[config.mk]
export PLATFORM = sky130hd
export DESIGN_NAME = apb_master_mux
export DESIGN_NICKNAME = d
export VERILOG_FILES = /design/src/rtl/apb_pkg.sv /design/src/rtl/apb_wait_timer.sv /design/src/rtl/apb_master_mux.sv
export SDC_FILE = /design/constraint.sdc
export NUM_CORES = 1
export LEC_CHECK = 0
export ABC_AREA = 1
export CORE_AREA = 2 2 122 124
export CTS_BUF_LIST = sky130_fd_sc_hd__clkbuf_2 sky130_fd_sc_hd__clkbuf_4 sky130_fd_sc_hd__clkbuf_8
export DETAILED_ROUTE_END_ITERATION = 12
export DIE_AREA = 0 0 124 126
export PLACE_DENSITY_LB_ADDON = 0.3
export SLEW_MARGIN = 20
export SYNTH_ARGS = -nofsm -noshare
export SYNTH_HDL_FRONTEND = slang
export SYNTH_SLANG_ARGS = --single-unit
[constraint.sdc]
create_clock -name clk -period 4.1 [get_ports clk]
set_clock_uncertainty 0.1 [all_clocks]
set_input_delay 0.82 -clock clk [delete_from_list [all_inputs] [get_ports clk]]
set_output_delay 0.82 -clock clk [all_outputs]
set_load 0.03 [all_outputs]
[src/rtl/apb_pkg.sv]
// Shared types and protocol constants for the APB requester and its helpers.
package apb_pkg;

    typedef enum logic [1:0] {
        IDLE   = 2'd0,
        SETUP  = 2'd1,
        ACCESS = 2'd2
    } apb_state_t;

    localparam logic APB_WRITE = 1'b1;

endpackage

[src/rtl/apb_wait_timer.sv]
// Counts ACCESS wait states and flags when the last permitted one is reached.
module apb_wait_timer #(
    parameter int TIMEOUT = 16
) (
    input  logic clk_i,
    input  logic reset_n_i,
    input  logic clr_i,
    input  logic en_i,
    output logic expired_o
);

    localparam int CNT_W = (TIMEOUT > 1) ? $clog2(TIMEOUT) : 1;
    localparam logic [CNT_W-1:0] LAST = CNT_W'((TIMEOUT > 0) ? (TIMEOUT - 1) : 0);

    logic [CNT_W-1:0] cnt_q;
    logic [CNT_W-1:0] cnt_d;

    // Next count: clear on ACCESS entry, saturate at LAST, frozen when timeout is disabled.
    always_comb begin
        cnt_d = cnt_q;
        if (clr_i) begin
            cnt_d = '0;
        end else if (en_i && (TIMEOUT != 0) && (cnt_q != LAST)) begin
            cnt_d = cnt_q + 1'b1;
        end else begin
            cnt_d = cnt_q;
        end
    end

    // Counter register.
    always_ff @(posedge clk_i) begin
        if (!reset_n_i) begin
            cnt_q <= '0;
        end else begin
            cnt_q <= cnt_d;
        end
    end

    assign expired_o = (TIMEOUT != 0) && (cnt_q == LAST);

endmodule

[src/rtl/apb_master_mux.sv]
// APB4 requester: valid/ready command port to NUM_SLV completers with
// address decode, wait-state timeout and back-to-back transfers.
module apb_master_mux #(
    parameter int ADDR_W  = 32,
    parameter int DATA_W  = 32,
    parameter int NUM_SLV = 4,
    parameter int SEL_W   = 3,
    parameter int SEL_LSB = 28,
    parameter int TIMEOUT = 16
) (
    input  logic                      clk,
    input  logic                      reset_n,
    input  logic                      req_valid,
    output logic                      req_ready,
    input  logic [ADDR_W-1:0]         req_addr,
    input  logic [DATA_W-1:0]         req_wdata,
    input  logic [DATA_W/8-1:0]       req_strb,
    input  logic                      req_write,
    output logic                      rsp_valid,
    output logic [DATA_W-1:0]         rsp_rdata,
    output logic                      rsp_err,
    output logic [NUM_SLV-1:0]        PSEL,
    output logic                      PENABLE,
    output logic                      PWRITE,
    output logic [ADDR_W-1:0]         PADDR,
    output logic [DATA_W-1:0]         PWDATA,
    output logic [DATA_W/8-1:0]       PSTRB,
    input  logic [NUM_SLV*DATA_W-1:0] PRDATA,
    input  logic [NUM_SLV-1:0]        PREADY,
    input  logic [NUM_SLV-1:0]        PSLVERR
);
    import apb_pkg::*;

    localparam logic [SEL_W:0] NUM_SLV_W = (SEL_W + 1)'(NUM_SLV);

    apb_state_t state_q, state_d;
    logic [SEL_W-1:0]    sel_q, sel_d, req_sel_s;
    logic [NUM_SLV-1:0]  psel_q, psel_d;
    logic                penable_q, penable_d, pwrite_q, pwrite_d;
    logic [ADDR_W-1:0]   paddr_q, paddr_d;
    logic [DATA_W-1:0]   pwdata_q, pwdata_d, prdata_s, rsp_rdata_q, rsp_rdata_d;
    logic [DATA_W/8-1:0] pstrb_q, pstrb_d;
    logic                rsp_valid_q, rsp_valid_d, rsp_err_q, rsp_err_d;
    logic                req_sel_ok_s, acc_s, load_s, done_s, dec_err_s, timeout_s;
    logic                pready_s, pslverr_s, expired_s;

    assign req_sel_s    = req_addr[SEL_LSB +: SEL_W];
    assign req_sel_ok_s = ({1'b0, req_sel_s} < NUM_SLV_W);

    // Steer the selected completer's ready/error/data; other completers are ignored.
    always_comb begin
        pready_s  = 1'b0;
        pslverr_s = 1'b0;
        prdata_s  = '0;
        for (int i = 0; i < NUM_SLV; i++) begin
            pready_s  = pready_s  | (PREADY[i]  & (sel_q == SEL_W'(i)));
            pslverr_s = pslverr_s | (PSLVERR[i] & (sel_q == SEL_W'(i)));
            prdata_s  = prdata_s  | (PRDATA[i*DATA_W +: DATA_W] & {DATA_W{sel_q == SEL_W'(i)}});
        end
    end

    // A decode-error request offered at an ACCESS completion waits for IDLE,
    // so two responses never collide in the same cycle.
    always_comb begin
        case (state_q)
            IDLE:    req_ready = 1'b1;
            ACCESS:  req_ready = pready_s && req_sel_ok_s;
            default: req_ready = 1'b0;
        endcase
    end

    assign acc_s     = req_valid && req_ready;
    assign load_s    = acc_s && req_sel_ok_s;
    assign dec_err_s = acc_s && !req_sel_ok_s;
    assign done_s    = (state_q == ACCESS) && pready_s;
    assign timeout_s = (state_q == ACCESS) && !pready_s && expired_s;

    apb_wait_timer #(.TIMEOUT(TIMEOUT)) u_timer (
        .clk_i     (clk),
        .reset_n_i (reset_n),
        .clr_i     (state_q == SETUP),
        .en_i      ((state_q == ACCESS) && !pready_s),
        .expired_o (expired_s)
    );

    // State register.
    always_ff @(posedge clk) begin
        if (!reset_n) begin
            state_q <= IDLE;
        end else begin
            state_q <= state_d;
        end
    end

    // Next-state logic.
    always_comb begin
        state_d = state_q;
        case (state_q)
            IDLE: begin
                if (load_s) state_d = SETUP;
                else        state_d = IDLE;
            end
            SETUP: state_d = ACCESS;
            ACCESS: begin
                if (done_s)         state_d = load_s ? SETUP : IDLE;
                else if (timeout_s) state_d = IDLE;
                else                state_d = ACCESS;
            end
            default: state_d = IDLE;
        endcase
    end

    // Output next-values; bus outputs follow state_d so they line up with state_q.
    always_comb begin
        sel_d       = load_s ? req_sel_s : sel_q;
        paddr_d     = load_s ? req_addr  : paddr_q;
        pwdata_d    = load_s ? req_wdata : pwdata_q;
        pwrite_d    = load_s ? req_write : pwrite_q;
        pstrb_d     = load_s ? ((req_write == APB_WRITE) ? req_strb : '0) : pstrb_q;
        penable_d   = (state_d == ACCESS);
        for (int i = 0; i < NUM_SLV; i++) begin
            psel_d[i] = (state_d != IDLE) && (sel_d == SEL_W'(i));
        end
        rsp_valid_d = done_s || timeout_s || dec_err_s;
        rsp_err_d   = (done_s && pslverr_s) || timeout_s || dec_err_s;
        rsp_rdata_d = (done_s && (pwrite_q != APB_WRITE) && !pslverr_s) ? prdata_s : '0;
    end

    // Output and datapath registers.
    always_ff @(posedge clk) begin
        if (!reset_n) begin
            sel_q       <= '0;
            psel_q      <= '0;
            penable_q   <= 1'b0;
            pwrite_q    <= 1'b0;
            paddr_q     <= '0;
            pwdata_q    <= '0;
            pstrb_q     <= '0;
            rsp_valid_q <= 1'b0;
            rsp_err_q   <= 1'b0;
            rsp_rdata_q <= '0;
        end else begin
            sel_q       <= sel_d;
            psel_q      <= psel_d;
            penable_q   <= penable_d;
            pwrite_q    <= pwrite_d;
            paddr_q     <= paddr_d;
            pwdata_q    <= pwdata_d;
            pstrb_q     <= pstrb_d;
            rsp_valid_q <= rsp_valid_d;
            rsp_err_q   <= rsp_err_d;
            rsp_rdata_q <= rsp_rdata_d;
        end
    end

    assign PSEL      = psel_q;
    assign PENABLE   = penable_q;
    assign PWRITE    = pwrite_q;
    assign PADDR     = paddr_q;
    assign PWDATA    = pwdata_q;
    assign PSTRB     = pstrb_q;
    assign rsp_valid = rsp_valid_q;
    assign rsp_err   = rsp_err_q;
    assign rsp_rdata = rsp_rdata_q;

endmodule

==> out/results.ini <==
[clock_network]
cts-root-buf = clkbuf_8
cts_hold_buf = 0
cts_sinks = 117
path_clk_slew_ns = 0.06
cts_tree = yes
clk_latency_ns = 0.42
ctsLongestPathBuffers = 2
htreeDepth = 4
numCtsBuffers = 17
ctsResizeCount = 0
post_cts_buffers = 0

[routing]
drt_pass1_iterations = 4
drt_wl_total_mm = 17.62
routed-wl-met3_mm = 1.792
wirelength_met1_mm = 6.632
top_layer_used = met4
wl_per_cell_um = 16.06
drt_iter0_drc = 237
ant_nets = 0
vias = 5062
drc = 0
viasPerCell = 4.614
wl_met2_mm = 8.843

[final_layout]
final_nets = 1111
seq_area_mm2 = 0.002342
antenna_cells = 0
num-fill-cells = 1318
multi_input_area_mm2 = 0.001957
drive_gt1_frac = 0.05038
final_util = 0.5753
area_growth_pct = 80.20

[worst_setup_path]
critPathMaxFanout = 4
cp-startpoint = PREADY[1]
r2r_slack_ns = 1.69
critPathCaptureType = output port
crit_end = req_ready
crit_path_start_kind = input pin
path_class = input pin to output port
crit_family = buffers and inverters
ff2ff_path_depth = 9
timing.rr.end = rsp_rdata[27]
path_depth = 8
crit_top_cell = nand2_1
crit_chain = clkdlybuf4s50_1, nand4_1, nand2_1, inv_1, nand2_1, nand3_1, nand2_1, clkdlybuf4s50_1
cp_num_buf_inv = 3
reg2reg_from = sel_q[1]
required_ns = 3.18
cp_data_arrival_time_ns = 2.59
slowest_delay_ns = 0.71
cp_slowest_cell = clkdlybuf4s50_1

[synth]
yosys-top-cells-count = nor2_1, nand2_1, dfxtp_1, o21ai_0, a21oi_1
synth_cells = 598
syn-cell-area_mm2 = 0.004569
synth-edff-count = 0
synth-seq-cells = 117
synth_cell_types = 29
synthTopCellsByArea = dfxtp_1, nor2_1, nand2_1, o21ai_0, a21oi_1
yosysSeqAreaShare = 0.5126
async_flop_share = 0
yosys.area.top_type = dfxtp_1
yosysTopAreaCellShare = 0.5126
synth-main-ff-cell = dfxtp_1
avgSynthCellArea_um2 = 7.641
yosys.cell_count.top_type = nor2_1
ys_warn_count = 0
syn-num-nets = 807

[pwr]
ir_drop_v = 0.0002708
power_mw = 2.893
p_per_area_mw_per_mm2 = 351.3
p_leak_nw = 3.138

[grt]
grt_pass1_wl_mm = 25.60
grt_antenna_before_repair = 0
grt_remaining_overflow = 0
grt_pass1_vias = 4743
grt_max_degree = 74
grtUsageTotal = 0.2152

[placement]
portBuffers = 316
dp_hpwl_mm = 13.04
gp_congestion = 0.8204

[floorplanning]
dieHeight_um = 126
core_mm2 = 0.01431
die_x_um = 124
pin_count = 317
dieArea_mm2 = 0.01562
initial_core_util = 0.3192
row_count = 44

[sta]
hold_viol = 0
tightest_slew_ns = 0.6544
max_freq_mhz = 285.0
slew_headroom = 0.5638
fin_crit_sh = 0.8558
period_minus_slack_ns = 3.509
report.final.slew_viol_count = 0
rsz0062_at_grt = false
setup_viol = 0
tns_ns = 0

[worst_hold_path]
holdCritPathClass = flip-flop to flip-flop

[status]
status = finished clean

[run]
maxCapViolCount = 0

==> worst min-delay path by stage <==
stage                           startpoint               end  slack, ns  depth (start not counted)
after floorplan           u_timer.cnt_q[1]  u_timer.cnt_q[1]       0.36                          2
after global placement           PADDR[30]         PADDR[30]       0.32                          2
after detailed placement         PADDR[30]         PADDR[30]       0.32                          2
after CTS                        PADDR[30]         PADDR[30]       0.33                          2
after global routing             PADDR[30]         PADDR[30]       0.37                          2
final                            PADDR[30]         PADDR[30]       0.33                          2
==> worst min-delay path, stage by stage, from the launching register on <==
cell and delay (ns):
dfxtp_1 0.31, nand2_1 0.05, nor2_1 0.03
==> layer usage <==
metal / up-vias / track usage
met4: 0 / 0.06808
met5: - / 0
met1: 2235 / 0.2325
li1: 2581 / -
met2: 226 / 0.3807
met3: 20 / 0.08560
==> cell families after synthesis <==
| group | count (synthesis) | share of synthesized area |
|---|---|---|
| DFF | 117 | 0.5126 |
| and+or+nand+nor | 281 | 0.2443 |
| xor gates and xnor gates | 1 | 0.001917 |
| buffers and inverters | 59 | 0.05915 |
| adders and majority gates | 1 | 0.002738 |
| AOI/OAI and AO/OA | 139 | 0.1794 |
==> cell type report <==
type | count | share of cell area
inverter | 21 | 0.009877
clock inverter | 10 | 0.01596
sequential | 117 | 0.2845
tap | 184 | 0.02796
timing repair buffer | 323 | 0.3914
clock buffer | 20 | 0.03267
multi-input combinational | 422 | 0.2377
==> power breakdown <==
group / total (mW) / internal, mW / switching, mW / leakage, nW
combinational: 0.591 / 0.312 / 0.279 / 1.98
clock: 1.09 / 0.629 / 0.457 / 0.207
sequential: 1.22 / 1.19 / 0.0266 / 0.955
==> stage by stage <==
stage / hold slack [ns] / setup slack [ns] / instances / instance area (um2)
after floorplan: 0.3627 / 1.732 / 598 / 4569
after global placement: 0.3204 / 0.6336 / 1067 / 7834
after detailed placement: 0.3235 / 0.6239 / 1067 / 7834
after CTS: 0.3332 / 0.6135 / 1097 / 8234
after global routing: 0.3730 / 0.5220 / 1097 / 8234
final: 0.3318 / 0.5912 / 1097 / 8234
==> placed cells by master (no fill, tap or decap), types with 2 or more instances in the layout <==
| cell type | n |
|---|---|
| a22o_1 | 14 |
| o21ai_0 | 62 |
| clkinv_2 | 5 |
| buf_4 | 6 |
| nand3_1 | 15 |
| a41oi_1 | 18 |
| inv_1 | 18 |
| nand2_1 | 119 |
| clkdlybuf4s50_1 | 315 |
| dfxtp_1 | 117 |
| clkbuf_8 | 19 |
| bufinv_16 | 3 |
| a21oi_1 | 42 |
| inv_2 | 2 |
| nand4_1 | 4 |
| nor2_1 | 135 |
==> sequential cells by signal, summed over array words and instances, names as in the netlist <==
register       flops
rsp_valid          1
PWDATA            32
PENABLE            1
PADDR             32
sel_q              3
PSTRB              4
rsp_rdata         32
PWRITE             1
u_timer.cnt_q      4
rsp_err            1
state_q            2
PSEL               4
Note: power is estimated with default switching activity, not from simulation.
